[config.mk]
export PLATFORM = sky130hd
export DESIGN_NAME = iter_shifter
export DESIGN_NICKNAME = d
export VERILOG_FILES = /design/src/rtl/iter_shifter.sv
export SDC_FILE = /design/constraint.sdc
export NUM_CORES = 1
export LEC_CHECK = 0
export CAP_MARGIN = 20
export CELL_PAD_IN_SITES_DETAIL_PLACEMENT = 1
export CELL_PAD_IN_SITES_GLOBAL_PLACEMENT = 1
export CORE_MARGIN = 2
export CORE_UTILIZATION = 38
export DETAILED_ROUTE_END_ITERATION = 8
export PLACE_DENSITY = 0.76
export SLEW_MARGIN = 0
export SYNTH_ARGS = -nofsm -noshare
export SYNTH_HDL_FRONTEND = slang
export SYNTH_SLANG_ARGS = --single-unit
[constraint.sdc]
create_clock -name clk -period 3.3 [get_ports clk]
set_clock_uncertainty 0.05 [all_clocks]
set_input_delay 0.33 -clock clk [delete_from_list [all_inputs] [get_ports clk]]
set_output_delay 0.33 -clock clk [all_outputs]
set_load 0.02 [all_outputs]
[src/rtl/iter_shifter.sv]
// iter_shifter: multi-cycle shift unit (SLL/SRL/SRA/ROTR) shifting at most STEP bits per cycle,
// with a start/busy/done handshake for the multicycle CPU control FSM.
module iter_shifter #(
    parameter int WIDTH   = 32,
    parameter int SHAMT_W = $clog2(WIDTH),
    parameter int STEP    = 4
) (
    input  logic               clk,
    input  logic               reset,
    input  logic               start,
    input  logic [1:0]         op,
    input  logic [WIDTH-1:0]   data_in,
    input  logic [SHAMT_W-1:0] shamt,
    output logic               busy,
    output logic               done,
    output logic [WIDTH-1:0]   result
);
    typedef enum logic [1:0] {IDLE, SHIFT, DONE} state_t;
    localparam logic [SHAMT_W:0] STEP_W = (SHAMT_W + 1)'(STEP);
    state_t                r_state, w_next;
    logic [WIDTH-1:0]      r_work, r_result, w_shifted, w_sra;
    logic [SHAMT_W-1:0]    r_rem, w_rem_nx;
    logic [1:0]            r_op;
    logic [SHAMT_W:0]      w_k;
    logic [2*WIDTH-1:0]    w_rot;
    logic                  w_accept;

    assign w_accept = start && (r_state != SHIFT);
    assign w_k      = ({1'b0, r_rem} < STEP_W) ? {1'b0, r_rem} : STEP_W;
    assign w_rem_nx = r_rem - w_k[SHAMT_W-1:0];
    // Rotation: shifting a doubled word right brings LSB bits back in at the MSB
    assign w_rot    = {r_work, r_work} >> w_k;
    // Kept apart so the arithmetic shift is not forced unsigned by a mixed ternary
    assign w_sra    = $signed(r_work) >>> w_k;

    always_comb begin
        w_shifted = (r_op == 2'b00) ? r_work << w_k :
                    (r_op == 2'b01) ? r_work >> w_k :
                    (r_op == 2'b10) ? w_sra : w_rot[WIDTH-1:0];
    end

    always_ff @(posedge clk or posedge reset) begin
        if (reset) r_state <= IDLE;
        else       r_state <= w_next;
    end

    always_comb begin
        w_next = (r_state == SHIFT) ? ((w_rem_nx == '0) ? DONE : SHIFT) :
                 w_accept ? ((shamt == '0) ? DONE : SHIFT) : IDLE;
    end

    always_comb begin
        busy = (r_state == SHIFT);
        done = (r_state == DONE);
    end

    always_ff @(posedge clk or posedge reset) begin
        if (reset) begin
            r_work   <= '0;
            r_rem    <= '0;
            r_op     <= '0;
            r_result <= '0;
        end else if (w_accept) begin
            r_work <= data_in;
            r_rem  <= shamt;
            r_op   <= op;
            if (shamt == '0) r_result <= data_in;
        end else if (r_state == SHIFT) begin
            r_work <= w_shifted;
            r_rem  <= w_rem_nx;
            if (w_rem_nx == '0) r_result <= w_shifted;
        end
    end

    assign result = r_result;
endmodule
==> run_results.csv, run 1 <==
group,metric,value,unit
outcome,outcome,"finished, final reports clean",
route,drc_errors,0,
floorplan,core,0.0159,mm2
sta,tightest_slew,0.893,ns
route,vias_per_cell,6.59,
setup_path,crit_path_max_incr_delay,0.81,ns
setup_path,end_kind,"register",
setup_path,cp-startpoint,"r_rem[2]",
logic_synthesis,seq_area_frac_synth,29.6,%
floorplan,rows,46,
logic_synthesis,synth_edf_count,0,
min_path,hold_path.class,"input port to asynchronous set/reset pin",
route,wl_per_cell,25.2,um
power_and_ir_drop,ir_worst_vdd,0.000695,V
setup_path,cp_num_buf_inv,0,
setup_path,rr_worst_depth,8,
logic_synthesis,synth_area,0.00616,mm2
setup_path,slowest_stage,"a2111o_1",
sta,slew_viol_final,0,
setup_path,path_cells,"or3_1, nand2_1, ha_1, nor4b_1, o21bai_1, a2111o_1, a21oi_1, a22o_1",
global_route,track_usage,29.7,%
finish,fillers,1906,
logic_synthesis,synth_area_leaders,"dfrtp_1, mux2i_1, a21oi_1",
clock_tree,clockRootBuffer,"clkbuf_16",
sta,setup_viol,0,
place,place_congestion,0.955,
clock_tree,post_cts_buffers,0,
setup_path,rr_endpoint,"result[2]",
floorplan,die-height,131,um
logic_synthesis,syn_nets,808,
place,postPlaceCellArea,0.00707,mm2
clock_tree,cts_tree,"built",
route,dr.first_iter.drc_count,773,
sta,fin_crit_sh,88.6,%
clock_tree,clockBufferDepth,2,
logic_synthesis,ys_types,73,
global_route,grt_overflow,0,
power_and_ir_drop,p_leak,2.83,nW
sta,hold_viol_final,0,
clock_tree,holdBufCountCts,0,
route,postRouteAntennaNets,0,
setup_path,startpoint_type,"register",
floorplan,die_area,0.0173,mm2
setup_path,cp.required,3.49,ns
finish,layout_commonest_cell,"nand2_1",
finish,n_antenna_cell,0,
logic_synthesis,yosysTopAreaCell,"dfrtp_1",
route,drtPass1Iterations,5,
logic_synthesis,ys.flop_type,"dfrtp_1",
finish,drive_above_1_share,12.8,%
clock_tree,cts_buffers,9,
place,dp.cells,998,
clock_tree,h-tree-depth,3,
flow_run,drv_cap,0,
sta,min_period,2.92,ns
sta,tns,0,ns
place,portBuffers,75,
place,hpwl,17500,um
logic_synthesis,synth-seq-cells,73,
setup_path,r2r_slack,0.38,ns
floorplan,start_util,38.8,%
global_route,grt_antenna_before_repair,1,
logic_synthesis,synth_top_cell_area_share,29.6,%
floorplan,io_pins,76,
clock_tree,cts_resized,0,
finish,stdcell_count,1014,
clock_tree,clkLatencyLatePin,0.35,ns
finish,finalNetCount,836,
global_route,grt_first_pass_wirelength,40500,um
power_and_ir_drop,powerDensity,1210,mW/mm2
floorplan,die_w,131,um
route,wirelength,25600,um
setup_path,path_class,"register to register",
global_route,grt_start_max_net_pins,60,
logic_synthesis,async_reset_ff_share,100,%
setup_path,path_max_fanout,23,
sta,fmax,342,MHz
finish,finish.instance_area,0.00735,mm2
global_route,grt_pass1_vias,6915,
sta,rsz0062_at_grt,"false",
sta,relSlewSlack,40.4,%
setup_path,crit-reg2reg-launch,"r_rem[2]",
logic_synthesis,avgSynthCellArea,8.06,um2
route,vias,6681,
logic_synthesis,yosys_warnings,0,
clock_tree,cts.sinks,73,
logic_synthesis,netlist_instances,765,
finish,syn_to_final_growth,19.3,%
finish,final_cell_mix,"nand2_1, clkdlybuf4s50_1, dfrtp_1",
setup_path,crit_family,"compound AO/OA/AOI/OAI gates",
setup_path,arrival,3.12,ns
clock_tree,clk_pin_slew,0.06,ns
where the power goes:
part,switching (mW),internal (mW)
Clock,0.402,0.547
Combinational,3.47,2.29
Sequential,0.812,1.35
kinds of logic after synthesis:
logic type | synth area share (%)
AO/OA/AOI/OAI | 30.6
XOR/XNOR | 0.142
adder cells (fa/ha/maj) | 0.203
buffers and inverters | 7.47
flip-flops | 29.6
multiplexers | 11.8
other | 0.0609
AND/OR/NAND/NOR | 20.1
synthesized netlist by cell type (4+ instances only):
cell type,number
nand2_1,92
dfrtp_1,73
a21oi_1,71
clkbuf_1,58
nor2_1,52
mux2i_1,42
nand3_1,38
o21ai_0,35
a211oi_1,25
o31ai_2,18
buf_2,16
nor3_1,16
a31oi_1,15
o21ai_1,15
buf_1,14
o22ai_1,14
mux4_2,11
inv_1,9
nor2b_1,9
a221oi_1,8
o31ai_1,8
nand2b_1,7
o211ai_1,7
or4_1,7
a221o_1,6
a22o_1,6
nor4_1,6
a32oi_1,5
and2_1,5
a21o_1,4
buf_6,4
mux2_2,4
final cells by class:
class,count,area [um2],share of cell area [%]
timing repair buffer,113,1060,14.4
inverter,10,37.5,0.511
multi-input combinational,586,3880,52.8
clock inverter,3,15.0,0.204
sequential,73,1830,24.9
clock buffer,13,260,3.54
tap,216,270,3.68
through the flow:
step	setup WS [ns]	hold WS (ns)	utilization [%]	power, mW
5_1_grt	0.172	0.474	46.3	9.43
2_1_floorplan	0.0136	0.385	-	5.81
3_5_place_dp	0.389	0.450	44.5	7.78
3_3_place_gp	0.510	0.432	44.5	7.60
4_1_cts	0.371	0.465	46.3	8.78
6_report	0.376	0.431	46.3	8.87
worst reg2reg max path: cells and delay by family (launching register included):
kind / cells / cell delay, ns
DFF: 1 / 0.38
and+or+nand+nor: 3 / 0.57
adders and majority gates: 1 / 0.25
AOI/OAI and AO/OA: 4 / 1.58
state kept, by name (all words and copies together), names as in the netlist:
register and cells:
r_rem 5, r_state 2, r_op 2, result 32, r_work 32
layer usage:
layer / global-route usage [%] / vias up / part of all wire (%)
met5: 0 / - / 0.031
met4: 13.8 / 2 / 3.5
met3: 5.90 / 62 / 7.8
met2: 47.0 / 320 / 46
met1: 39.3 / 3377 / 42
li1: - / 2920 / -
worst max-delay path by stage:
stage / slack [ns] / endpoint / cells after the start
floorplan: 0.01 / result[3] / 13
global placement: 0.51 / result[13] / 8
detailed placement: 0.39 / result[2] / 8
CTS: 0.37 / result[2] / 8
finish: 0.38 / result[2] / 8
global route: 0.17 / result[2] / 8
Power figures use the tool's default switching activity.
==> run 2: changes to the inputs <==
--- a/config.mk
+++ b/config.mk
@@ -8,7 +8,6 @@
 export CAP_MARGIN = 20
 export CELL_PAD_IN_SITES_DETAIL_PLACEMENT = 1
 export CELL_PAD_IN_SITES_GLOBAL_PLACEMENT = 1
-export CORE_MARGIN = 2
 export CORE_UTILIZATION = 38
 export DETAILED_ROUTE_END_ITERATION = 8
 export PLACE_DENSITY = 0.76
==> run_results.csv, run 2 (synthesis results as in run 1) <==
group,metric,value,unit
floorplan,die-height,129,um
sta,hold_viol_final,0,
power_and_ir_drop,powerDensity,1210,mW/mm2
setup_path,cp_num_buf_inv,0,
power_and_ir_drop,power_frac_clock,11.2,%
route,dr.first_iter.drc_count,709,
sta,fmax,340,MHz
power_and_ir_drop,p_sw,4.70,mW
power_and_ir_drop,ir_worst_vdd,0.000614,V
global_route,top_usage_layer,"met2",
sta,tns,0,ns
outcome,outcome,"finished, final reports clean",
global_route,grt_start_max_net_pins,46,
global_route,use_met1,44.2,%
route,postRouteAntennaNets,0,
setup_path,startpoint_type,"register",
setup_path,path_max_fanout,23,
sta,min_period,2.94,ns
finish,fillers,1902,
power_and_ir_drop,switching_share,52.4,%
finish,area.sequential,0.00183,mm2
clock_tree,clockBufferDepth,2,
setup_path,path_cells,"or3_1, nand2_1, ha_1, a21oi_1, or3_4, a2111o_1, nand3_1, o31ai_2",
route,vias_per_cell,6.54,
finish,multi_input_area,0.00388,mm2
place,place_congestion,0.931,
global_route,grt_pass1_vias,6844,
floorplan,io_pins,76,
finish,n_antenna_cell,0,
sta,slew_viol_final,0,
global_route,grt_first_pass_wirelength,40100,um
setup_path,crit_path_max_incr_delay,0.81,ns
floorplan,core,0.0159,mm2
global_route,grt_overflow,0,
finish,layout_commonest_cell,"nand2_1",
route,wirelength,25600,um
setup_path,path_class,"register to register",
floorplan,die_area,0.0167,mm2
global_route,met3_usage,3.18,%
min_path,hold_path.class,"input port to asynchronous set/reset pin",
clock_tree,h-tree-depth,3,
finish,final_cell_mix,"nand2_1, clkdlybuf4s50_1, dfrtp_1",
route,vias,6630,
sta,setup_viol,0,
sta,fin_crit_sh,89.2,%
sta,tightest_slew,0.957,ns
clock_tree,post_cts_buffers,0,
power_and_ir_drop,combinationalPowerShare,64.5,%
setup_path,cp.required,3.46,ns
global_route,use_met2,51.2,%
setup_path,crit_family,"simple AND/OR/NAND/NOR gates",
setup_path,end_kind,"register",
clock_tree,clockRootBuffer,"clkbuf_16",
place,hpwl,17400,um
setup_path,slowest_stage,"a2111o_1",
floorplan,die_w,129,um
finish,finish.instance_area,0.00739,mm2
sta,rsz0062_at_grt,"false",
floorplan,start_util,38.8,%
route,wl_per_cell,25.2,um
power_and_ir_drop,p_leak,2.85,nW
finish,drive_above_1_share,12.7,%
power_and_ir_drop,internal_power,4.27,mW
global_route,track_usage,31.9,%
clock_tree,clkLatencyLatePin,0.36,ns
finish,syn_to_final_growth,19.9,%
setup_path,arrival,3.10,ns
route,drc_errors,0,
clock_tree,cts_tree,"built",
clock_tree,cts.sinks,73,
sta,relSlewSlack,36.2,%
flow_run,drv_cap,0,
place,postPlaceCellArea,0.00710,mm2
place,portBuffers,75,
power_and_ir_drop,p_seq_share,24.3,%
route,drtPass1Iterations,5,
clock_tree,cts_resized,0,
finish,finalNetCount,836,
clock_tree,clk_pin_slew,0.06,ns
clock_tree,cts_buffers,9,
floorplan,rows,46,
global_route,grt_antenna_before_repair,0,
clock_tree,holdBufCountCts,0,
==> run 2: worst paths after layout <==
check                           startpoint          to  slack, ns  cells past startpoint
worst min-delay path                 reset  r_work[14]       0.38                      2
max in group asynchronous            reset    r_rem[0]       2.05                      3
worst min register to register  result[20]  result[20]       0.46                      2
worst max register to register    r_rem[2]   result[4]       0.36                      8
worst max-delay path              r_rem[2]   result[4]       0.36                      8
min in group clk                result[20]  result[20]       0.46                      2
==> run 2: routing by layer <==
layer	vias up	wire length (um)
li1	2921	-
met1	3365	11300
met2	300	11900
met3	44	1670
met4	0	631
met5	-	0
==> run 2: final cells by class <==
cell class | count | area share [%]
Tap cell | 216 | 3.66
Inverter | 10 | 0.508
Clock buffer | 13 | 3.39
Sequential cell | 73 | 24.7
Timing Repair Buffer | 113 | 14.7
Clock inverter | 3 | 0.542
Multi-Input combinational cell | 586 | 52.5
==> run 2: through the flow <==
stage	setup WS, ns	power (mW)	std cells	hold WS, ns	utilization [%]
after floorplan	0.0136	5.81	765	0.385	-
after global placement	0.475	7.67	998	0.433	44.7
after detailed placement	0.375	7.85	998	0.448	44.7
after CTS	0.358	8.89	1014	0.418	46.5
after global routing	0.156	9.53	1014	0.449	46.5
final	0.358	8.97	1014	0.379	46.5
==> run 2: power by group through the flow <==
stage | combinational, mW | clock [mW] | sequential [mW]
final | 5.78 | 1.00 | 2.18
after global routing | 6.26 | 1.05 | 2.22
after detailed placement | 5.70 | 0 | 2.15
after CTS | 5.74 | 1.01 | 2.14
after floorplan | 3.99 | 0 | 1.82
after global placement | 5.54 | 0 | 2.13
==> run 2: worst reg2reg max path, stage by stage (launching register included) <==
cell and delay (ns):
dfrtp_1 0.37, or3_1 0.40, nand2_1 0.09, ha_1 0.24, a21oi_1 0.09, or3_4 0.38, a2111o_1 0.81, nand3_1 0.28
o31ai_2 0.09
==> run 3: changes to the inputs <==
--- a/config.mk
+++ b/config.mk
@@ -5,12 +5,14 @@
 export SDC_FILE = /design/constraint.sdc
 export NUM_CORES = 1
 export LEC_CHECK = 0
+export ABC_AREA = 1
 export CAP_MARGIN = 20
 export CELL_PAD_IN_SITES_DETAIL_PLACEMENT = 1
 export CELL_PAD_IN_SITES_GLOBAL_PLACEMENT = 1
-export CORE_UTILIZATION = 38
+export CORE_UTILIZATION = 35
 export DETAILED_ROUTE_END_ITERATION = 8
 export PLACE_DENSITY = 0.76
+export RECOVER_POWER = 50
 export SLEW_MARGIN = 0
 export SYNTH_ARGS = -nofsm -noshare
 export SYNTH_HDL_FRONTEND = slang
==> run_results.csv, run 3 <==
group,metric,value,unit
flow_run,drv_cap,1,
route,vias,6741,
logic_synthesis,yosysTopAreaCell,"dfrtp_1",
logic_synthesis,synth_commonest_cells,"nand2_1, nand3_1, dfrtp_1",
setup_path,startpoint_type,"register",
power_and_ir_drop,combinationalPowerShare,67.7,%
sta,fin_crit_sh,80.2,%
clock_tree,h-tree-depth,3,
logic_synthesis,async_reset_ff_share,100,%
global_route,grt_overflow,0,
min_path,hold_path.class,"register to register",
logic_synthesis,synth_area,0.00574,mm2
power_and_ir_drop,ir_worst_vdd,0.000431,V
power_and_ir_drop,power_frac_clock,11.5,%
outcome,violations,"capacitance limit, slew limit",
place,postPlaceCellArea,0.00667,mm2
place,portBuffers,75,
floorplan,die_w,130,um
global_route,grt_pass1_vias,6794,
floorplan,core,0.0159,mm2
floorplan,die-height,130,um
finish,finish.instance_area,0.00693,mm2
finish,syn_to_final_growth,20.7,%
clock_tree,clk_pin_slew,0.06,ns
setup_path,path_class,"register to register",
clock_tree,cts_resized,0,
route,drtPass1Iterations,6,
finish,final_util,43.4,%
floorplan,io_pins,76,
floorplan,rows,46,
clock_tree,clockRootBuffer,"clkbuf_16",
floorplan,start_util,36.0,%
route,wl_per_cell,18.8,um
route,wirelength,22700,um
logic_synthesis,avgSynthCellArea,6.08,um2
power_and_ir_drop,p_leak,3.50,nW
sta,holdWs,0.424,ns
logic_synthesis,synth_most_common_cell,"nand2_1",
global_route,grt_start_max_net_pins,74,
route,vias_per_cell,5.57,
finish,drive_above_1_share,7.34,%
power_and_ir_drop,p_sw,4.79,mW
power_and_ir_drop,switching_share,56.2,%
outcome,outcome,"finished, violations left",
power_and_ir_drop,finalPower,8.53,mW
floorplan,die_area,0.0169,mm2
finish,fillers,2156,
clock_tree,holdBufCountCts,0,
finish,area.sequential,0.00183,mm2
route,drc_errors,0,
global_route,grt_first_pass_wirelength,37000,um
sta,hold_viol_final,0,
clock_tree,cts_buffers,9,
finish,finalNetCount,1033,
place,hpwl,15300,um
logic_synthesis,synth_top_cell_area_share,31.8,%
logic_synthesis,syn_nets,987,
place,place_congestion,0.916,
sta,tightest_slew,1.91,ns
route,postRouteAntennaNets,0,
clock_tree,cts.sinks,73,
global_route,grt_antenna_before_repair,0,
logic_synthesis,seq_area_frac_synth,31.8,%
power_and_ir_drop,powerDensity,1230,mW/mm2
global_route,track_usage,28.6,%
clock_tree,post_cts_buffers,0,
sta,setup_viol,0,
power_and_ir_drop,internal_power,3.74,mW
sta,fmax,378,MHz
finish,multi_input_area,0.00344,mm2
logic_synthesis,synth_edf_count,0,
finish,layout_commonest_cell,"nand2_1",
logic_synthesis,netlist_instances,944,
setup_path,arrival,2.89,ns
clock_tree,clockBufferDepth,2,
sta,tns,0,ns
logic_synthesis,ys_types,29,
sta,min_period,2.65,ns
sta,worst_slack,0.653,ns
sta,relSlewSlack,-27.6,%
finish,n_antenna_cell,0,
setup_path,path_max_fanout,32,
logic_synthesis,yosys_warnings,0,
place,dp.cells,1195,
setup_path,end_kind,"register",
sta,rsz0062_at_grt,"false",
power_and_ir_drop,p_seq_share,20.8,%
sta,slew_viol_final,74,
logic_synthesis,ys.flop_type,"dfrtp_1",
finish,final_cell_mix,"nand2_1, nand3_1, dfrtp_1",
place,place_ws,0.684,ns
route,dr.first_iter.drc_count,512,
setup_path,cp.required,3.54,ns
clock_tree,clkLatencyLatePin,0.36,ns
logic_synthesis,synth-seq-cells,73,
logic_synthesis,synth_area_leaders,"dfrtp_1, nand2_1, nand3_1",
clock_tree,cts_tree,"built",
finish,stdcell_count,1211,
==> run 3: kinds of logic after synthesis <==
group | share of synthesized area, %
AOI/OAI and AO/OA | 6.08
adders and majority gates | 0.218
buffers and inverters | 8.24
DFF | 31.8
other | 0.0654
and+or+nand+nor | 53.6
==> run 3: power groups by stage <==
stage	registers, mW	logic (mW)	clock network (mW)
5_1_grt	1.82	6.46	1.03
2_1_floorplan	1.82	3.79	0
4_1_cts	1.77	5.79	0.997
3_3_place_gp	1.78	5.65	0
6_report	1.77	5.78	0.979
3_5_place_dp	1.76	5.75	0
==> run 3: layout make-up <==
type	count	area share (%)
multi-input combinational	762	49.7
sequential	73	26.4
timing repair buffer	95	13.3
tap	216	3.90
clock buffer	10	3.45
inverter	49	2.67
clock inverter	6	0.614
==> run 3: critical path, stage by stage, from the launching register on <==
cell and delay [ns]:
dfrtp_1 0.55, nand2_1 0.18, ha_1 0.24, inv_1 0.09, nand3_1 0.08, nand2_1 0.12, nor2_1 0.06, nand4_1 0.12
nand2_2 0.21, inv_2 0.61, nand2_1 0.14, nand2_1 0.12
==> run 3: final timing paths <==
check	startpoint	end	slack, ns	cells past startpoint
worst min-delay path	result[14]	result[14]	0.42	2
worst max register to register	r_rem[1]	result[5]	0.65	11
worst max-delay path	r_rem[1]	result[5]	0.65	11
min in group asynchronous	reset	result[7]	1.08	3
max in group asynchronous	reset	r_op[1]	0.99	3
worst min register to register	result[14]	result[14]	0.42	2
==> run 3: metal layers <==
layer	GRT usage, %	part of all wire [%]
met1	39.8	47
met2	43.9	44
met3	5.58	6.6
met4	10.1	2.3
met5	0	0
